$ cat config.mk
export PLATFORM = sky130hd
export DESIGN_NAME = alu_input_sequencer
export DESIGN_NICKNAME = d
export VERILOG_FILES = /design/src/rtl/alu_pkg.sv /design/src/rtl/btn_debounce.sv /design/src/rtl/alu_input_sequencer.sv
export SDC_FILE = /design/constraint.sdc
export NUM_CORES = 1
export LEC_CHECK = 0
export CORE_UTILIZATION = 40
export DETAILED_ROUTE_END_ITERATION = 10
export PLACE_DENSITY = 0.75
export SKIP_LAST_GASP = 1
export SYNTH_ARGS = -nofsm -noshare
export SYNTH_HDL_FRONTEND = slang
export SYNTH_HIERARCHICAL = 1
export SYNTH_SLANG_ARGS = --single-unit
$ cat constraint.sdc
create_clock -name clk -period 1.5 [get_ports clk]
set_clock_uncertainty 0.05 [all_clocks]
set_input_delay 0.3 -clock clk [delete_from_list [all_inputs] [get_ports clk]]
set_output_delay 0.3 -clock clk [all_outputs]
set_load 0.01 [all_outputs]
$ cat src/rtl/alu_pkg.sv
// Shared types and constants for the ALU front-end sequencer.
package alu_pkg;

  localparam int DATA_IN_W = 10;
  localparam int RESULT_W  = 16;
  localparam int FLAGS_W   = 5;

  localparam logic LD_ACTIVE = 1'b0;
  localparam logic LD_IDLE   = 1'b1;

  typedef enum logic [2:0] {
    S_OP   = 3'd0,
    S_SRC  = 3'd1,
    S_DEST = 3'd2,
    S_WAIT = 3'd3,
    S_SHOW = 3'd4
  } seq_state_t;

  // LED phase code: WAIT and SHOW share phase 3.
  function automatic logic [1:0] step_of(input seq_state_t s);
    logic [1:0] r;
    case (s)
      S_OP:    r = 2'd0;
      S_SRC:   r = 2'd1;
      S_DEST:  r = 2'd2;
      S_WAIT:  r = 2'd3;
      S_SHOW:  r = 2'd3;
      default: r = 2'd0;
    endcase
    return r;
  endfunction

endpackage

$ cat src/rtl/btn_debounce.sv
// Pushbutton synchronizer, debouncer and press detector (active-low button).
// After reset the detector is disarmed until the button has been seen released
// for DEBOUNCE_CYCLES samples, so a button held through reset gives no event.
module btn_debounce
  import alu_pkg::*;
#(
  parameter int DEBOUNCE_CYCLES = 16
) (
  input  logic clk,
  input  logic rst_n,
  input  logic btn_n,
  output logic press_evt
);

  localparam int CNT_W = $clog2(DEBOUNCE_CYCLES) + 1;
  localparam logic [CNT_W-1:0] CNT_LAST = CNT_W'(DEBOUNCE_CYCLES - 1);

  // Synchronizer resets to the "pressed" level so only real samples can arm.
  logic             sync1_q, sync2_q;
  logic             stable_q, stable_d;
  logic             armed_q, armed_d;
  logic [CNT_W-1:0] cnt_q, cnt_d;
  logic             press_evt_q, press_evt_d;

  // Debounce counter, arming and stable-level tracking.
  always_comb begin
    stable_d    = stable_q;
    armed_d     = armed_q;
    cnt_d       = cnt_q;
    press_evt_d = 1'b0;
    if (!armed_q) begin
      if (sync2_q == 1'b1) begin
        if (cnt_q == CNT_LAST) begin
          armed_d = 1'b1;
          cnt_d   = {CNT_W{1'b0}};
        end else begin
          cnt_d = cnt_q + CNT_W'(1);
        end
      end else begin
        cnt_d = {CNT_W{1'b0}};
      end
    end else if (sync2_q != stable_q) begin
      if (cnt_q == CNT_LAST) begin
        stable_d    = sync2_q;
        cnt_d       = {CNT_W{1'b0}};
        press_evt_d = stable_q & ~sync2_q;
      end else begin
        cnt_d = cnt_q + CNT_W'(1);
      end
    end else begin
      cnt_d = {CNT_W{1'b0}};
    end
  end

  // State registers with synchronous active-low reset.
  always_ff @(posedge clk) begin
    if (!rst_n) begin
      sync1_q     <= 1'b0;
      sync2_q     <= 1'b0;
      stable_q    <= 1'b1;
      armed_q     <= 1'b0;
      cnt_q       <= {CNT_W{1'b0}};
      press_evt_q <= 1'b0;
    end else begin
      sync1_q     <= btn_n;
      sync2_q     <= sync1_q;
      stable_q    <= stable_d;
      armed_q     <= armed_d;
      cnt_q       <= cnt_d;
      press_evt_q <= press_evt_d;
    end
  end

  assign press_evt = press_evt_q;

endmodule

$ cat src/rtl/alu_input_sequencer.sv
// Turns button presses into the ALU wrapper op/src/dest load protocol and
// captures the wrapper result a fixed delay after the destination load.
module alu_input_sequencer
  import alu_pkg::*;
#(
  parameter int DEBOUNCE_CYCLES = 16,
  parameter int CAPTURE_DELAY   = 2
) (
  input  logic                 clk,
  input  logic                 rst_n,
  input  logic                 btn_n,
  input  logic [DATA_IN_W-1:0] switches,
  output logic [DATA_IN_W-1:0] data_input,
  output logic                 ld_op_code,
  output logic                 ld_src,
  output logic                 ld_dest,
  input  logic [RESULT_W-1:0]  Out,
  input  logic [FLAGS_W-1:0]   Flags,
  output logic [RESULT_W-1:0]  result_q,
  output logic [FLAGS_W-1:0]   flags_q,
  output logic                 result_valid,
  output logic [1:0]           step
);

  localparam logic [3:0] WAIT_LOAD = 4'(CAPTURE_DELAY - 1);

  logic press_evt;

  btn_debounce #(.DEBOUNCE_CYCLES(DEBOUNCE_CYCLES)) u_debounce (
    .clk       (clk),
    .rst_n     (rst_n),
    .btn_n     (btn_n),
    .press_evt (press_evt)
  );

  seq_state_t           state_q, state_d;
  logic [DATA_IN_W-1:0] data_q, data_d;
  logic                 ld_op_q, ld_op_d, ld_src_q, ld_src_d, ld_dest_q, ld_dest_d;
  logic [3:0]           wait_q, wait_d;
  logic [RESULT_W-1:0]  res_q, res_d;
  logic [FLAGS_W-1:0]   flg_q, flg_d;
  logic                 valid_q, valid_d;
  logic [1:0]           step_q, step_d;

  // Next-state, load strobes and capture logic; strobes default idle so each lasts one cycle.
  always_comb begin
    state_d   = state_q;
    data_d    = data_q;
    ld_op_d   = LD_IDLE;
    ld_src_d  = LD_IDLE;
    ld_dest_d = LD_IDLE;
    wait_d    = wait_q;
    res_d     = res_q;
    flg_d     = flg_q;
    valid_d   = valid_q;
    case (state_q)
      S_OP: begin
        if (press_evt) begin
          data_d  = switches;
          ld_op_d = LD_ACTIVE;
          state_d = S_SRC;
        end else begin
          state_d = S_OP;
        end
      end
      S_SRC: begin
        if (press_evt) begin
          data_d   = switches;
          ld_src_d = LD_ACTIVE;
          state_d  = S_DEST;
        end else begin
          state_d = S_SRC;
        end
      end
      S_DEST: begin
        if (press_evt) begin
          data_d    = switches;
          ld_dest_d = LD_ACTIVE;
          wait_d    = WAIT_LOAD;
          state_d   = S_WAIT;
        end else begin
          state_d = S_DEST;
        end
      end
      S_WAIT: begin
        // Presses arriving here are intentionally dropped.
        if (wait_q == 4'd0) begin
          res_d   = Out;
          flg_d   = Flags;
          valid_d = 1'b1;
          state_d = S_SHOW;
        end else begin
          wait_d = wait_q - 4'd1;
        end
      end
      S_SHOW: begin
        if (press_evt) begin
          valid_d = 1'b0;
          state_d = S_OP;
        end else begin
          state_d = S_SHOW;
        end
      end
      default: begin
        state_d = S_OP;
        valid_d = 1'b0;
      end
    endcase
    step_d = step_of(state_d);
  end

  // Registered state and outputs; reset forces strobes idle on the next edge.
  always_ff @(posedge clk) begin
    if (!rst_n) begin
      state_q   <= S_OP;
      data_q    <= {DATA_IN_W{1'b0}};
      ld_op_q   <= LD_IDLE;
      ld_src_q  <= LD_IDLE;
      ld_dest_q <= LD_IDLE;
      wait_q    <= 4'd0;
      res_q     <= {RESULT_W{1'b0}};
      flg_q     <= {FLAGS_W{1'b0}};
      valid_q   <= 1'b0;
      step_q    <= 2'd0;
    end else begin
      state_q   <= state_d;
      data_q    <= data_d;
      ld_op_q   <= ld_op_d;
      ld_src_q  <= ld_src_d;
      ld_dest_q <= ld_dest_d;
      wait_q    <= wait_d;
      res_q     <= res_d;
      flg_q     <= flg_d;
      valid_q   <= valid_d;
      step_q    <= step_d;
    end
  end

  assign data_input   = data_q;
  assign ld_op_code   = ld_op_q;
  assign ld_src       = ld_src_q;
  assign ld_dest      = ld_dest_q;
  assign result_q     = res_q;
  assign flags_q      = flg_q;
  assign result_valid = valid_q;
  assign step         = step_q;

endmodule
==> results.json, run 1 <==
{
  "rows": 25,
  "finalCritPeriodShare": 1.10,
  "dieWidth_um": 73.5,
  "timing.hold.ws_ns": 0.380,
  "grt_pass1_wl_mm": 7.89,
  "ys_warn_count": 6,
  "hold_viol_final": 0,
  "antenna_found_initial": 0,
  "power.leakage_nw": 1.32,
  "synth_seq_area_share": 0.528,
  "routed_via_density": 4.78,
  "antenna_cells": 0,
  "syn-cell-area_um2": 2050,
  "critPathBufInv": 3,
  "crit_type": "reg2reg",
  "cpLargestDelayFamily": "simple AND/OR/NAND/NOR gates",
  "ant_nets": 0,
  "dpl_cell_area_um2": 2930,
  "crit_path_start_kind": "flip-flop",
  "fillers": 414,
  "grt.total_usage": 0.193,
  "wl_met2_mm": 2.39,
  "finalSetupViolations": 27,
  "start_util": 0.425,
  "routed_wl_mm": 5.05,
  "outcome": "finished with violations",
  "met1_length_mm": 2.29,
  "tns_ns": -3.10,
  "drv_slew": 0,
  "wl_met3_um": 286,
  "ys_types": 33,
  "critical_path_required_ns": 1.70,
  "drt_iter0_markers": 95,
  "clk_latency_ns": 0.31,
  "peakVddDrop_v": 0.000326,
  "drv_cap": 0,
  "hold_class": "reg2reg",
  "routedWlPerCell_um": 12.6,
  "die-height_um": 73.5,
  "cts.reportedPaths.clkPinSlew_ns": 0.09,
  "h-tree-depth": 2,
  "tightestPinTransition_ns": 0.340,
  "grt_pass1_vias": 1719,
  "numCtsBuffers": 5,
  "cts_tree": "built",
  "dr.pass1.iters": 4,
  "crit_path_max_fanout": 5,
  "failed_checks": "negative setup slack",
  "io_buffers": 70,
  "critPathCaptureType": "flip-flop",
  "num_vias": 1908,
  "synth_cells": 240,
  "finalPower_mw": 2.39,
  "root_buffer": "clkbuf_8",
  "place_ws_ns": -0.143,
  "post_synth.cell_area_avg_um2": 8.53,
  "top_layer_used": "met4",
  "timing.final.crit_period_ns": 1.65,
  "setup_ws_ns": -0.152,
  "syn_nets": 278,
  "dieArea_um2": 5410,
  "syn2layout_area_growth_pct": 55.0,
  "fin_nets": 369,
  "rsz0062_at_grt": "true",
  "remaining_drc_errors": 0,
  "holdBufCountCts": 0,
  "critPathMaxStageDelay_ns": 0.39,
  "worstPathArrival_ns": 1.85,
  "dp_hpwl_mm": 3.42,
  "drive_gt1_frac": 0.175,
  "relSlewSlack": 0.773,
  "crit_chain": "inv_2 -> ha_4 -> or3b_4 -> nor3_4 -> buf_6 -> clkbuf_16 -> nand2_1 -> a21oi_1",
  "fmax_mhz": 605,
  "grt.overflow.total": 0,
  "stdcell_area_um2": 3170,
  "grt_start_max_net_pins": 35,
  "power_density_nw_per_um2": 754,
  "numClockSinks": 54,
  "synth-seq-cells": 54,
  "critical-path-slowest-cell": "or3b_4",
  "cts_buffer_depth": 2,
  "core_area_um2": 4820,
  "num_io_pins": 71,
  "gp_congestion": 0.808
}
## metrics by stage
stage / instances / utilization
after floorplan: 240 / -
final: 399 / 0.658
after detailed placement: 382 / 0.609
after global routing: 399 / 0.658
after CTS: 395 / 0.634
after global placement: 382 / 0.609
## final timing paths
path              slack [ns]                            from  depth (start not counted)                        endpoint
setup / recovery       -0.15          wait_q[1]$_SDFFE_PN0P_                          8         flags_q[3]$_SDFFE_PN0P_
hold reg to reg         0.38  u_debounce/cnt_q[4]$_SDFF_PN0_                          2  u_debounce/cnt_q[4]$_SDFF_PN0_
setup reg to reg       -0.15          wait_q[1]$_SDFFE_PN0P_                          8         flags_q[3]$_SDFFE_PN0P_
hold / removal          0.38  u_debounce/cnt_q[4]$_SDFF_PN0_                          2  u_debounce/cnt_q[4]$_SDFF_PN0_
## layer usage
metal | GRT usage | vias up
met3 | 0.0576 | 8
met1 | 0.240 | 870
met4 | 0.0705 | 0
li1 | - | 975
met2 | 0.314 | 55
met5 | 0 | -
## report_power, final
part,internal [mW],switching (mW),leakage [nW]
Sequential,1.44,0.00153,0.436
Combinational,0.0892,0.0437,0.834
Clock,0.373,0.449,0.0482
Total,1.90,0.494,1.32
## cells by family after synthesis
family	synth area share
AND/OR/NAND/NOR	0.256
flip-flops	0.528
AO/OA/AOI/OAI	0.120
buffers and inverters	0.0489
XOR/XNOR	0.0171
adder cells (fa/ha/maj)	0.0245
multiplexers	0.00550
## state kept, by name, summed over array words and instances, names as in the netlist, 2 cells and up
name	count
wait_q	4
u_debounce/cnt_q	5
state_q	3
step	2
result_q	16
data_input	10
flags_q	5
## repair_timing
action / CTS / global route
gates cloned: 1 / 2
setup buffers: 4 / 2
gates resized for setup: 43 / 16
endpoints found under the setup margin: 63 / 30
pin swaps: 6 / 11
## final cells by class
class | instances | area [µm²] | share of cell area
sequential | 54 | 1080 | 0.342
timing repair buffer | 97 | 948 | 0.299
multi-input combinational | 166 | 938 | 0.296
clock buffer | 7 | 86.3 | 0.0272
tap | 67 | 83.8 | 0.0264
inverter | 7 | 26.3 | 0.00828
clock inverter | 1 | 5.00 | 0.00158
## cells in the mapped netlist
library cell / n / area (µm²)
and2_1: 3 / 18.8
clkinv_1: 1 / 3.75
a211oi_1: 1 / 7.51
nand4bb_1: 1 / 11.3
nor3_4: 1 / 16.3
nand4b_1: 1 / 8.76
xnor2_1: 1 / 8.76
mux2_2: 1 / 11.3
a21oi_1: 34 / 170
nor2b_1: 1 / 6.26
nand2_1: 62 / 233
xor2_1: 3 / 26.3
o211ai_1: 1 / 7.51
nand3_1: 15 / 75.1
nand4b_2: 1 / 15.0
o2111ai_1: 1 / 8.76
ha_1: 4 / 50.1
o21ai_0: 2 / 10.0
dfxtp_1: 54 / 1080
a21o_1: 1 / 7.51
nor3_1: 6 / 30.0
buf_2: 2 / 10.0
nor2_1: 16 / 60.1
nand2b_1: 2 / 12.5
o311ai_1: 1 / 8.76
nor3b_1: 1 / 7.51
and3b_1: 2 / 17.5
or3b_4: 1 / 11.3
o221a_2: 1 / 11.3
inv_1: 6 / 22.5
clkbuf_1: 8 / 30.0
o21a_1: 2 / 15.0
buf_6: 3 / 33.8
## worst reg2reg max path: cells and delay by family, from the launching register on
kind,cells,cell delay [ns]
AND/OR/NAND/NOR,3,0.62
AO/OA/AOI/OAI,1,0.11
buffers and inverters,3,0.36
flip-flops,1,0.33
adder cells (fa/ha/maj),1,0.13
## layout by cell type, fill, tap and decap left out, drive strengths merged, types with 2 or more instances in the layout
cell / count
a21oi: 34
and2: 3
and3b: 2
buf: 25
clkbuf: 9
clkdlybuf4s50: 33
clkinv: 2
dfxtp: 54
dlygate4sd2: 37
ha: 4
inv: 6
nand2: 62
nand2b: 2
nand3: 15
nand4b: 2
nor2: 16
nor3: 7
o21a: 2
o21ai: 2
xor2: 3
Power figures use the tool's default switching activity.
==> run 2, diff against run 1 <==
SLEW_MARGIN = 25   (was unset)
==> results of run 2 <==
No change in the layout: final DEF, timing and power equal those of run 1.
